`src/rtl/mem_bus_pkg.sv`:
```
// Shared definitions for the external asynchronous SRAM bus reader/writer blocks.
package mem_bus_pkg;

    localparam int unsigned MEM_ADDR_W = 12;
    localparam int unsigned MEM_DATA_W = 16;
    localparam int unsigned REG_AW     = 3;
    localparam int unsigned CNT_W      = 4;
    localparam int unsigned MAX_WORDS  = 8;

    typedef enum logic [2:0] {
        IDLE,
        ADDR,
        STROBE,
        WRITE,
        DONE
    } state_t;

    // Requests above the register-file depth are trimmed to a full file.
    function automatic logic [CNT_W-1:0] clamp_count(input logic [CNT_W-1:0] c);
        return (c > CNT_W'(MAX_WORDS)) ? CNT_W'(MAX_WORDS) : c;
    endfunction

endpackage

```
`src/rtl/mem_block_reader.sv`:
```
// Block reader: fetches 1..8 consecutive SRAM words and writes them into
// register-file entries 0..count-1. Never drives the SRAM data bus.
module mem_block_reader #(
    parameter int unsigned ADDR_W      = mem_bus_pkg::MEM_ADDR_W,
    parameter int unsigned DATA_W      = mem_bus_pkg::MEM_DATA_W,
    parameter int unsigned REG_AW      = mem_bus_pkg::REG_AW,
    parameter int unsigned WAIT_STATES = 2
) (
    input  logic              clk,
    input  logic              rst_n,
    input  logic              start,
    input  logic [ADDR_W-1:0] base_addr,
    input  logic [3:0]        count,
    output logic              busy,
    output logic              done,
    output logic [ADDR_W-1:0] mem_addr,
    output logic              mem_oe_n,
    output logic              mem_we_n,
    output logic              mem_data_oe,
    input  logic [DATA_W-1:0] mem_data_in,
    output logic              reg_we,
    output logic [REG_AW-1:0] reg_waddr,
    output logic [DATA_W-1:0] reg_wdata
);

    import mem_bus_pkg::state_t, mem_bus_pkg::IDLE, mem_bus_pkg::ADDR,
           mem_bus_pkg::STROBE, mem_bus_pkg::WRITE, mem_bus_pkg::DONE,
           mem_bus_pkg::CNT_W, mem_bus_pkg::clamp_count;

    localparam int unsigned WAIT_W = 4;

    state_t              state, state_d;
    logic [ADDR_W-1:0]   base_q, base_d;
    logic [CNT_W-1:0]    cnt_q, cnt_d;
    logic [REG_AW-1:0]   idx_q, idx_d;
    logic [WAIT_W-1:0]   wait_q, wait_d;

    logic                busy_d, done_d, oe_n_d, reg_we_d;
    logic [ADDR_W-1:0]   mem_addr_d;
    logic [REG_AW-1:0]   reg_waddr_d;
    logic [DATA_W-1:0]   reg_wdata_d;

    logic [CNT_W-1:0]    start_cnt;
    logic [REG_AW-1:0]   idx_inc;
    logic                last_word;

    assign start_cnt = clamp_count(count);
    assign idx_inc   = idx_q + REG_AW'(1);
    assign last_word = (CNT_W'(idx_q) + CNT_W'(1)) >= cnt_q;

    // The reader only ever listens on the data bus.
    assign mem_we_n    = 1'b1;
    assign mem_data_oe = 1'b0;

    // State register
    always_ff @(posedge clk or negedge rst_n) begin
        if (!rst_n) state <= IDLE;
        else        state <= state_d;
    end

    // Next-state logic
    always_comb begin
        state_d = state;
        unique case (state)
            IDLE:    if (start) state_d = (start_cnt == '0) ? DONE : ADDR;
            ADDR:    state_d = STROBE;
            STROBE:  if (wait_q == '0) state_d = WRITE;
            WRITE:   state_d = last_word ? DONE : ADDR;
            DONE:    state_d = IDLE;
            default: state_d = IDLE;
        endcase
    end

    // Output and datapath next values; everything is registered below
    always_comb begin
        busy_d      = (state_d != IDLE);
        done_d      = (state_d == DONE);
        oe_n_d      = (state_d != STROBE);
        reg_we_d    = (state_d == WRITE);
        mem_addr_d  = mem_addr;
        reg_waddr_d = reg_waddr;
        reg_wdata_d = reg_wdata;
        base_d      = base_q;
        cnt_d       = cnt_q;
        idx_d       = idx_q;
        wait_d      = wait_q;
        unique case (state)
            IDLE: begin
                if (start) begin
                    base_d = base_addr;
                    cnt_d  = start_cnt;
                    idx_d  = '0;
                    if (start_cnt != '0) mem_addr_d = base_addr;
                end
            end
            ADDR: wait_d = WAIT_W'(WAIT_STATES);
            STROBE: begin
                if (wait_q == '0) begin
                    reg_wdata_d = mem_data_in;
                    reg_waddr_d = idx_q;
                end else begin
                    wait_d = wait_q - WAIT_W'(1);
                end
            end
            WRITE: begin
                if (!last_word) begin
                    idx_d      = idx_inc;
                    mem_addr_d = base_q + ADDR_W'(idx_inc);
                end
            end
            default: ;
        endcase
    end

    always_ff @(posedge clk or negedge rst_n) begin
        if (!rst_n) begin
            busy      <= 1'b0;
            done      <= 1'b0;
            mem_oe_n  <= 1'b1;
            reg_we    <= 1'b0;
            mem_addr  <= '0;
            reg_waddr <= '0;
            reg_wdata <= '0;
            base_q    <= '0;
            cnt_q     <= '0;
            idx_q     <= '0;
            wait_q    <= '0;
        end else begin
            busy      <= busy_d;
            done      <= done_d;
            mem_oe_n  <= oe_n_d;
            reg_we    <= reg_we_d;
            mem_addr  <= mem_addr_d;
            reg_waddr <= reg_waddr_d;
            reg_wdata <= reg_wdata_d;
            base_q    <= base_d;
            cnt_q     <= cnt_d;
            idx_q     <= idx_d;
            wait_q    <= wait_d;
        end
    end

endmodule
```
`config.mk`:
```
export PLATFORM = sky130hd
export DESIGN_NAME = mem_block_reader
export DESIGN_NICKNAME = d
export VERILOG_FILES = /design/src/rtl/mem_bus_pkg.sv /design/src/rtl/mem_block_reader.sv
export SDC_FILE = /design/constraint.sdc
export NUM_CORES = 1
export LEC_CHECK = 0
export CAP_MARGIN = 20
export CORE_UTILIZATION = 51
export CTS_BUF_LIST = sky130_fd_sc_hd__clkbuf_8
export CTS_CLUSTER_SIZE = 30
export DETAILED_ROUTE_END_ITERATION = 6
export PLACE_DENSITY = 0.93
export SYNTH_ARGS = -nofsm -noshare
export SYNTH_HDL_FRONTEND = slang
export SYNTH_SLANG_ARGS = --single-unit
```
`constraint.sdc`:
```
create_clock -name clk -period 2.68 [get_ports clk]
set_input_delay 0.268 -clock clk [delete_from_list [all_inputs] [get_ports clk]]
set_output_delay 0.268 -clock clk [all_outputs]
set_load 0.005 [all_outputs]
```
# ---- Word-level counts from Yosys, hierarchy flattened
# Index checks and enable logic that the tools add are counted.
dict set report classes {
  eq_ne 10
  magnitude_cmp 2
  add_sub_neg 4
  mux 15
  reduce_logical 12
}
# op count
set op_table {}
lappend op_table {{$mux W12} 3}
lappend op_table {{$pmux W12 S2} 1}
lappend op_table {{$mux W3} 6}
lappend op_table {{$add A12 B3 Y12} 1}
lappend op_table {{$pmux W3 S4} 1}
lappend op_table {{$eq A3 B2 Y1 const B} 3}
lappend op_table {{$logic_not A4 Y1} 2}
lappend op_table {{$mux W4} 2}
lappend op_table {{$ne A2 B2 Y1 const B} 4}
lappend op_table {{$pmux W4 S2} 1}
lappend op_table {{$pmux W3 S2} 1}
lappend op_table {{$reduce_and A2 Y1} 3}
lappend op_table {{$add A3 B1 Y4 const B} 1}
lappend op_table {{$ge A4 B4 Y1} 1}
lappend op_table {{$gt A4 B4 Y1 const B} 1}
lappend op_table {{$reduce_and A4 Y1} 1}
lappend op_table {{$reduce_bool A2 Y1} 2}
lappend op_table {{$reduce_bool A4 Y1} 1}
lappend op_table {{$sub A4 B1 Y4 const B} 1}
lappend op_table {{$add A3 B1 Y3 const B} 1}
lappend op_table {{$eq A3 B1 Y1 const B} 1}
lappend op_table {{$eq A3 B3 Y1 const B} 1}
lappend op_table {{$logic_not A3 Y1} 1}
lappend op_table {{$ne A3 B2 Y1 const B} 1}
lappend op_table {{2 further kinds} 2}
dict set report word_totals {
  out_inout_bits 37
  regBits 61
  in_bits 35
  elab_cells 55
}

# ---- Depth between registers and ports, before layout
dict set report logic_depth {
  depth_word 7
  depth_mapped 9
  depth_no_buf 8
}

# ---- Worst setup path before layout
# Ideal clock, no wire load.
dict set report synth_timing {
  path_kind {register to register}
  from {register, netlist name idx_q[0]}
  to {register wait_q[2]}
  path_buffers 0
  path_stages_with_launch 9
  setup_time_ns 0.069
  synth_period_minus_slack_ns 2.103
  arrival_time_ns 2.035
  t_required_ns 2.611
  setup_slack_ns 0.577
  path_cell_list {dfrtp_1 ha_1 xor2_1 ha_1 o211ai_1 o211ai_2 nand4_1 or4_1 nand3_1}
}
# element line_no
set synth_rtl {}
lappend synth_rtl {{end signal: assignment} mem_block_reader.sv:139} ;# wait_q <= wait_d;
lappend synth_rtl {{end: declaration} mem_block_reader.sv:36} ;# logic [WAIT_W-1:0] wait_q, wait_d;

==> reports/metrics.cfg <==
[critical_path]
crit_start = idx_q[0]$_DFFE_PN0P_
cp.required_ps = 2950
worstSetupStartpointType = flip-flop
reg2reg_from = idx_q[0]$_DFFE_PN0P_
reg2reg_depth = 8
cp_max_fo = 12
path_class = flip-flop to flip-flop
crit_arrival_ps = 2680
endpoint_kind = flip-flop

[synthesis]
syn_avg_cell_area_sq_um = 9.207
synth-simple-area-share_pct = 26.84
ys.warnings.count = 0
syn_nets = 372
synth_ff_type = dfrtp_1
post-synth-top-area-fraction_pct = 50.02
syn_inst = 326
synth.cell_area_sq_um = 3002
muxShareOfSynthArea_pct = 0
synth-compound-area-share_pct = 8.504
ys_seq_area_share_pct = 50.90
synth_enable_flop_cells = 0
yosysMostFrequentCell = nand2_1
synth_commonest_cells = 116 x nand2_1, 60 x dfrtp_1, 15 x nor2_1
synth_seq_cells = 61
synth-async-reset-ratio_pct = 100.0
synthAdderAreaFrac_pct = 4.835
synth_cell_type_count = 48
yosysTopAreaCell = dfrtp_1
synth-xor-area-share_pct = 3.501
synth_area_leaders = dfrtp_1 50%, nand2_1 15%, ha_1 4.2%
synth_top_family_by_area = simple AND/OR/NAND/NOR gates

[clock_tree]
cts_hold_buffers = 0
cts_root_buffer = clkbuf_8
cts_made_buffers = 9
cts_repair_resize_count = 0
htree_levels = 3
post-cts-setup-buffers = 0
cts_sinks = 61
clkTransAtPathRegs_ps = 70
clock_path_buffers = 2
cts_tree = built
clk_latency_ps = 340

[global_route]
grt_usage_pct = 24.34
grt_pass1_vias = 2512
grt_max_degree = 62
grt_overflow = 0
grt_first_pass_wirelength_um = 11450
grt_antenna_before_repair = 0

[sta]
relSlewSlack_pct = 51.47
fin_crit_sh_pct = 90.03
fmax_mhz = 414.4
fin_skew_ps = 12.07
drv_slew = 0
setup-tns-final_ps = 0
max_slew.worst_pin.slew_ps = 728.0
fin_crit_ps = 2413
rsz0062_at_grt = false
finalSetupViolCount = 0
hold_viol = 0

[floorplanning]
dieArea_sq_um = 6196
coreArea_sq_um = 5574
die_x_um = 78.72
die_h_um = 78.72
rows = 27
pin_count = 72
start_util_pct = 53.85

[placed_design]
io_buffers = 69
gp_congestion = 0.8608
post-dp-hpwl_um = 4825

[routing]
detail_route.vias_per_cell = 5.309
dr_total_vias = 2495
drt_iter0_drc = 150
route.detailed.drc = 0
drtPass1Iterations = 4
wl_per_cell_um = 14.28
wirelength_um = 6713
ant_nets = 0

[cells_and_area]
final_nets = 439
fin_util_pct = 69.94
ff_latch_area_sq_um = 1528
drive_gt1_share_pct = 7.286
fill_cells = 431
synthToLayoutAreaGrowth_pct = 29.89
multi_input_area_sq_um = 1319
insertedDiodeCount = 0

[status]
status = complete, no violations

[run]
drv_cap = 0

[power]
ir_drop_mv = 0.6271
leakagePower_uw = 0.001824
cellPowerDensity_nw_per_um2 = 1207
power_uw = 4707

[hold_path]
hp-class = input pin to asynchronous set/reset pin

[stage by stage]
step / std cells / setup slack, ps / hold slack [ps] / area [sq um]
2_1_floorplan: 326 / 576.7 / -27.59 / 3002
3_3_place_gp: 454 / 370.5 / 459.4 / 3691
3_5_place_dp: 454 / 283.6 / 463.0 / 3691
4_1_cts: 470 / 269.2 / 101.9 / 3899
5_1_grt: 470 / 70.39 / 140.4 / 3899
6_report: 470 / 267.1 / 71.61 / 3899
[cells by family after synthesis]
group                      after synthesis
AOI/OAI and AO/OA                       39
and+or+nand+nor                        175
DFF                                     61
buffers and inverters                   26
other                                    2
xor gates and xnor gates                12
adders and majority gates               11
[final timing paths]
check | slack, ps | to
max | 270 | wait_q[2]$_DFFE_PN0P_
min | 70 | busy$_DFF_PN0_
max reg2reg | 270 | wait_q[2]$_DFFE_PN0P_
min reg2reg | 480 | reg_wdata[13]$_DFFE_PN0P_
max in group asynchronous | 2120 | idx_q[0]$_DFFE_PN0P_
min in group clk | 460 | reg_wdata[8]$_DFFE_PN0P_
[power breakdown]
| group | internal [uW] | switching, uW |
|---|---|---|
| clock network | 512 | 343 |
| logic | 1070 | 1060 |
| registers | 1370 | 349 |
[area by class of cell]
cell class                 count  share of cell area [%]
sequential                    61                   39.18
multi-input combinational    239                   33.83
timing repair buffer          73                   18.36
clock buffer                   9                   3.177
tap                           72                   2.311
clock inverter                 7                   2.150
inverter                       9                  0.9949
[critical path: stages, from the launching register on]
cell and delay (ps):
dfrtp_1 430, ha_1 230, xor2_1 180, ha_1 290, o211ai_1 130, o211ai_2 420
nand4_1 180, or4_1 420, nand3_1 90
[cell usage in the layout, fill, tap and decap left out, types with 5 or more instances in the layout]
master           synthesis  final
o211ai_1                 7      7
dfrtp_1                 60     60
inv_1                    8     11
nand3_1                 13     13
o21ai_1                  7      7
o21ai_0                 12     12
clkdlybuf4s50_1          0     68
nand2_1                116    116
nor2_1                  15     15
clkbuf_8                 0      9
xor2_1                   5      5
xnor2_1                  7      7
ha_1                    10     10
[layer usage]
| layer | up-vias | part of all wire (%) | wire length [um] | GRT usage (%) |
|---|---|---|---|---|
| li1 | 1202 | - | - | - |
| met1 | 1176 | 43 | 2906 | 30.35 |
| met2 | 103 | 48 | 3255 | 40.17 |
| met4 | 0 | 1.7 | 116 | 13.15 |
| met3 | 14 | 6.5 | 434 | 4.483 |
| met5 | - | 0 | 0 | 0 |
[flip-flops by register name, summed over array words and instances, names as in the netlist]
| name | count |
|---|---|
| base_q | 12 |
| busy | 1 |
| cnt_q | 4 |
| done | 1 |
| idx_q | 3 |
| mem_addr | 12 |
| mem_oe_n | 1 |
| reg_waddr | 3 |
| reg_wdata | 16 |
| reg_we | 1 |
| state | 3 |
| wait_q | 4 |
Note: power is estimated with default switching activity, not from simulation.
